`src/rtl/inv_mix_columns_seq.sv`:
```
// Iterative AES InvMixColumns engine, one column per clock behind a valid/ready handshake.
// Define INV_MIX_COLUMNS_DUAL_EN to process two columns per clock.
module inv_mix_columns_seq (
    input  logic         clk,
    input  logic         n_rst,
    input  logic [127:0] i_data,
    input  logic         i_valid,
    output logic         o_ready,
    output logic [127:0] o_data,
    output logic         o_valid,
    input  logic         i_ready
);

    typedef enum logic [1:0] {
        IDLE = 2'd0,
        CALC = 2'd1,
        DONE = 2'd2
    } state_t;

`ifdef INV_MIX_COLUMNS_DUAL_EN
    localparam logic [1:0] STEP = 2'd2;
    localparam logic [1:0] LAST = 2'd2;
`else
    localparam logic [1:0] STEP = 2'd1;
    localparam logic [1:0] LAST = 2'd3;
`endif

    function automatic logic [7:0] xt(input logic [7:0] a);
        return {a[6:0], 1'b0} ^ (a[7] ? 8'h1b : 8'h00);
    endfunction

    // k selects which of a, 2a, 4a, 8a are summed; only 09/0b/0d/0e are used
    function automatic logic [7:0] gmul(input logic [7:0] a, input logic [3:0] k);
        logic [7:0] x2;
        logic [7:0] x4;
        logic [7:0] x8;
        x2 = xt(a);
        x4 = xt(x2);
        x8 = xt(x4);
        return ({8{k[3]}} & x8) ^ ({8{k[2]}} & x4)
             ^ ({8{k[1]}} & x2) ^ ({8{k[0]}} & a);
    endfunction

    function automatic logic [31:0] inv_col(input logic [31:0] c);
        logic [7:0] a0;
        logic [7:0] a1;
        logic [7:0] a2;
        logic [7:0] a3;
        logic [7:0] b0;
        logic [7:0] b1;
        logic [7:0] b2;
        logic [7:0] b3;
        a0 = c[31:24];
        a1 = c[23:16];
        a2 = c[15:8];
        a3 = c[7:0];
        b0 = gmul(a0, 4'he) ^ gmul(a1, 4'hb) ^ gmul(a2, 4'hd) ^ gmul(a3, 4'h9);
        b1 = gmul(a0, 4'h9) ^ gmul(a1, 4'he) ^ gmul(a2, 4'hb) ^ gmul(a3, 4'hd);
        b2 = gmul(a0, 4'hd) ^ gmul(a1, 4'h9) ^ gmul(a2, 4'he) ^ gmul(a3, 4'hb);
        b3 = gmul(a0, 4'hb) ^ gmul(a1, 4'hd) ^ gmul(a2, 4'h9) ^ gmul(a3, 4'he);
        return {b0, b1, b2, b3};
    endfunction

    state_t        state;
    state_t        state_d;
    logic [1:0]    col;
    logic [127:0]  cap;
    logic [127:0]  out_q;
    logic          load;
    logic [31:0]   cin [4];
    logic [31:0]   res_a;

    assign cin[0] = cap[127:96];
    assign cin[1] = cap[95:64];
    assign cin[2] = cap[63:32];
    assign cin[3] = cap[31:0];

    assign res_a = inv_col(cin[col]);

`ifdef INV_MIX_COLUMNS_DUAL_EN
    logic [31:0] res_b;
    assign res_b = inv_col(cin[{col[1], 1'b1}]);
`endif

    always_comb begin
        state_d = state;
        o_ready = 1'b0;
        o_valid = 1'b0;
        load    = 1'b0;
        unique case (state)
            IDLE: begin
                o_ready = 1'b1;
                if (i_valid) begin
                    load    = 1'b1;
                    state_d = CALC;
                end
            end
            CALC: begin
                if (col == LAST) begin
                    state_d = DONE;
                end
            end
            DONE: begin
                o_valid = 1'b1;
                o_ready = i_ready;
                if (i_ready) begin
                    if (i_valid) begin
                        load    = 1'b1;
                        state_d = CALC;
                    end else begin
                        state_d = IDLE;
                    end
                end
            end
            default: begin
                state_d = IDLE;
            end
        endcase
    end

    always_ff @(posedge clk or negedge n_rst) begin
        if (!n_rst) begin
            state <= IDLE;
            col   <= 2'd0;
            cap   <= 128'h0;
        end else begin
            state <= state_d;
            if (load) begin
                cap <= i_data;
                col <= 2'd0;
            end else if (state == CALC) begin
                col <= col + STEP;
            end
        end
    end

    // Unwritten columns keep stale data; o_valid stays low until all are fresh
    always_ff @(posedge clk or negedge n_rst) begin
        if (!n_rst) begin
            out_q <= 128'h0;
        end else if (state == CALC) begin
`ifdef INV_MIX_COLUMNS_DUAL_EN
            if (col[1]) begin
                out_q[63:0] <= {res_a, res_b};
            end else begin
                out_q[127:64] <= {res_a, res_b};
            end
`else
            case (col)
                2'd0: out_q[127:96] <= res_a;
                2'd1: out_q[95:64]  <= res_a;
                2'd2: out_q[63:32]  <= res_a;
                default: out_q[31:0] <= res_a;
            endcase
`endif
        end
    end

    assign o_data = out_q;

endmodule

```
`config.mk`:
```
export PLATFORM = sky130hd
export DESIGN_NAME = inv_mix_columns_seq
export DESIGN_NICKNAME = d
export VERILOG_FILES = /design/src/rtl/inv_mix_columns_seq.sv
export SDC_FILE = /design/constraint.sdc
export NUM_CORES = 1
export LEC_CHECK = 0
export BUFFER_PORTS_ARGS = -buffer_cell sky130_fd_sc_hd__buf_2
export CORE_AREA = 2 2 170 172
export DETAILED_ROUTE_END_ITERATION = 8
export DIE_AREA = 0 0 172 174
export PLACE_DENSITY = 0.67
export SETUP_SLACK_MARGIN = 0.4
export SLEW_MARGIN = 25
export SYNTH_ARGS = -nofsm -noshare
export SYNTH_HDL_FRONTEND = slang
export SYNTH_SLANG_ARGS = --single-unit
```
`constraint.sdc`:
```
create_clock -name clk -period 3.5 [get_ports clk]
set_input_delay 0.525 -clock clk [delete_from_list [all_inputs] [get_ports clk]]
set_output_delay 0.525 -clock clk [all_outputs]
set_load 0.02 [all_outputs]
```
==> results.py <==
metrics = {
    "timing": {
        "final.min_clock_period_ps": 3130,
        "post_route_setup_tns_ps": 0,
        "hold_ws_ps": 14.2,
        "setup_repair_after_global_routing_missed_its_margin": "true",
        "max_slew.worst_pin.slew_ps": 709,
        "setup_viol_count_final": 0,
        "period_share": 0.894,
        "slew_headroom": 0.528,
        "fin_skew_ps": 9.16,
        "slew_violations": 0,
        "achievable-frequency_mhz": 320,
        "hold_viol_final": 0,
    },
    "detailed_routing": {
        "route.detailed.drc": 0,
        "route.detailed.wl_per_inst_um": 19.0,
        "drt_pre_antenna_iters": 4,
        "detail_routed_via_count_per_cell": 4.94,
        "routed_wl_um": 32000,
        "initialDrtViolationCount": 535,
        "antenna_left": 0,
        "detailroute.via_count": 8336,
    },
    "synthesis": {
        "syn_inst": 943,
        "syn-cell-area_um2": 12500,
        "syn_avg_cell_area_um2": 13.2,
        "synth_seq_cells": 260,
        "synth_cell_type_count": 27,
        "post-synth-top-area-fraction": 0.521,
        "synthTopCellsByArea": "sky130_fd_sc_hd__dfrtp_1 (52%), sky130_fd_sc_hd__mux2_2 (12%), sky130_fd_sc_hd__xnor2_1 (8.1%), sky130_fd_sc_hd__mux4_2 (5.8%), sky130_fd_sc_hd__xnor3_1 (5.4%)",
        "synth.largest_area_cell": "sky130_fd_sc_hd__dfrtp_1",
        "seq_area_frac_synth": 0.521,
        "yosysWarningCount": 0,
        "syn-num-nets": 1079,
    },
    "clocking": {
        "cts_tree": "built",
        "clk-insertion-delay-late_ps": 540,
        "worst_setup_hold_path_clk_slew_ps": 60,
        "cts_inserted_buffers": 28,
        "maximum_root_to_sink_buffer_count": 3,
        "clock_root_buffer_master": "sky130_fd_sc_hd__clkbuf_16",
        "clock_tree_sinks": 260,
        "cts.htree.levels": 1,
    },
    "grt": {
        "global_route_wire_length_before_repair_um": 48900,
        "gr-usage-all-layers": 0.213,
        "antenna_found_initial": 9,
        "via_count_of_the_first_global_routing_pass": 8415,
        "total_overflow_reported_by_the_global_router": 0,
        "grt_max_degree": 95,
    },
    "place": {
        "gpl_congestion": 0.940,
        "post-dp-hpwl_um": 23500,
        "post-place-cells": 1579,
        "detailed_place.area_um2": 14400,
        "buffer_ports.inserted": 261,
    },
    "hold_path": {
        "hold_class": "in -> async",
    },
    "cells_and_area": {
        "areaGrowthSynthToFinish_pct": 30.0,
        "drive_gt1_frac": 0.486,
        "design.final.nets": 1416,
        "layoutNonFillerInstCount": 1689,
        "final_area_um2": 16200,
    },
    "floorplan": {
        "initial_core_utilization": 0.442,
        "die_x_um": 172,
        "floorplan.die_area_um2": 29900,
        "die_h_um": 174,
        "core_um2": 28200,
        "num_io_pins": 262,
        "rows": 62,
    },
    "status": {
        "run_status": "finished, final reports clean",
    },
    "setup_path": {
        "timing.rr.start": "col[0]",
        "crit_required_ps": 3960,
        "critical_path_capture_point_type": "flop",
        "critPathMaxFanout": 8,
        "timing.critical_path.from": "col[0]",
        "rr_worst_depth": 8,
        "crit_arrival_ps": 3590,
        "critPathCapture": "o_data[83]",
        "regToRegSetupSlack_ps": 370,
        "critical_path.reg2reg.endpoint": "o_data[83]",
        "worstSetupStartpointType": "flop",
        "critPathKind": "reg -> reg",
    },
    "flow_run": {
        "max_cap_violations": 0,
    },
}
## sequential cells by signal, summed over array words and instances, names as in the netlist
name and cells:
cap 128, o_data 128, col 2, state 2
## placed cells by master, fill, tap and decap left out, drive strengths merged, types with 29 or more instances in the layout
cell,n
xnor3,30
o21ai,128
dfrtp,260
xnor2,124
clkbuf,42
buf,364
mux2,128
mux4,32
nand2,132
xor2,29
## worst min-delay path by stage
stage | end | slack (ps) | cells after the start
4_1_cts | o_data[56] | 40 | 1
2_1_floorplan | cap[0] | 230 | 0
3_3_place_gp | o_data[72] | 450 | 2
6_report | o_data[56] | 10 | 1
5_1_grt | o_data[96] | 70 | 1
3_5_place_dp | o_data[114] | 460 | 2
## cell type report
type / count / area (µm²)
Sequential cell: 260 / 6510
Inverter: 4 / 15.0
Clock inverter: 10 / 153
Antenna cell: 4 / 10.0
Fill cell: 2454 / 12000
Multi-Input combinational cell: 621 / 6010
Clock buffer: 41 / 811
Timing Repair Buffer: 365 / 2230
Tap cell: 384 / 480
## synthesized netlist by cell type
cell type	instances
sky130_fd_sc_hd__and2_1	1
sky130_fd_sc_hd__mux4_2	32
sky130_fd_sc_hd__buf_8	3
sky130_fd_sc_hd__xnor3_1	30
sky130_fd_sc_hd__inv_1	4
sky130_fd_sc_hd__nor2_1	3
sky130_fd_sc_hd__buf_1	4
sky130_fd_sc_hd__xnor2_1	115
sky130_fd_sc_hd__nor2b_1	2
sky130_fd_sc_hd__xor3_1	4
sky130_fd_sc_hd__buf_4	3
sky130_fd_sc_hd__ha_1	4
sky130_fd_sc_hd__xor2_1	25
sky130_fd_sc_hd__xnor2_4	5
sky130_fd_sc_hd__xor2_2	4
sky130_fd_sc_hd__nand2_1	132
sky130_fd_sc_hd__clkbuf_1	36
sky130_fd_sc_hd__o21ai_0	109
sky130_fd_sc_hd__buf_6	2
sky130_fd_sc_hd__buf_2	10
sky130_fd_sc_hd__xnor2_2	4
sky130_fd_sc_hd__a21o_1	1
sky130_fd_sc_hd__a21oi_1	2
sky130_fd_sc_hd__mux2_2	128
sky130_fd_sc_hd__dfrtp_1	260
sky130_fd_sc_hd__o21ai_1	19
sky130_fd_sc_hd__a22o_1	1
## cell families (layout without fill, tap and decap cells)
group	Yosys count	after routing	share of synthesized area
AND/OR/NAND/NOR	138	138	0.0421
multiplexers	160	160	0.173
other	0	4	0
AO/OA/AOI/OAI	132	132	0.0534
buffers and inverters	62	420	0.0245
XOR/XNOR	187	187	0.181
flip-flops	260	260	0.521
adder cells (fa/ha/maj)	4	4	0.00401
## through the flow
step	util	worst slack, ps
floorplan	-	509
global placement	0.512	48.8
detailed placement	0.512	23.8
CTS	0.553	371
global route	0.574	291
finish	0.574	371
## timing repair
action                                  in CTS  in global routing
gates resized for setup                     17                 44
cloned                                       0                  1
buffers inserted                            14                 40
hold buffers                                 0                  0
pin swaps                                    8                 26
endpoints found under the setup margin     104                 79
## critical path, cell delays in order, from the launching register on
cell	delay [ps]
sky130_fd_sc_hd__dfrtp_4	510
sky130_fd_sc_hd__buf_12	150
sky130_fd_sc_hd__buf_12	130
sky130_fd_sc_hd__mux4_2	550
sky130_fd_sc_hd__xnor2_2	230
sky130_fd_sc_hd__xnor3_1	370
sky130_fd_sc_hd__xor3_2	420
sky130_fd_sc_hd__xor3_2	530
sky130_fd_sc_hd__o21ai_1	150
## metal layers
| metal | vias up | GRT usage | wire (µm) |
|---|---|---|---|
| met4 | 10 | 0.0441 | 571 |
| met1 | 4091 | 0.305 | 14300 |
| li1 | 3914 | - | - |
| met5 | - | 0 | 59 |
| met3 | 56 | 0.0551 | 2480 |
| met2 | 265 | 0.328 | 14600 |
Power is left out: the tool's default activity adds up to more than one toggle a clock period on the data nets, which glitch-free logic cannot reach.
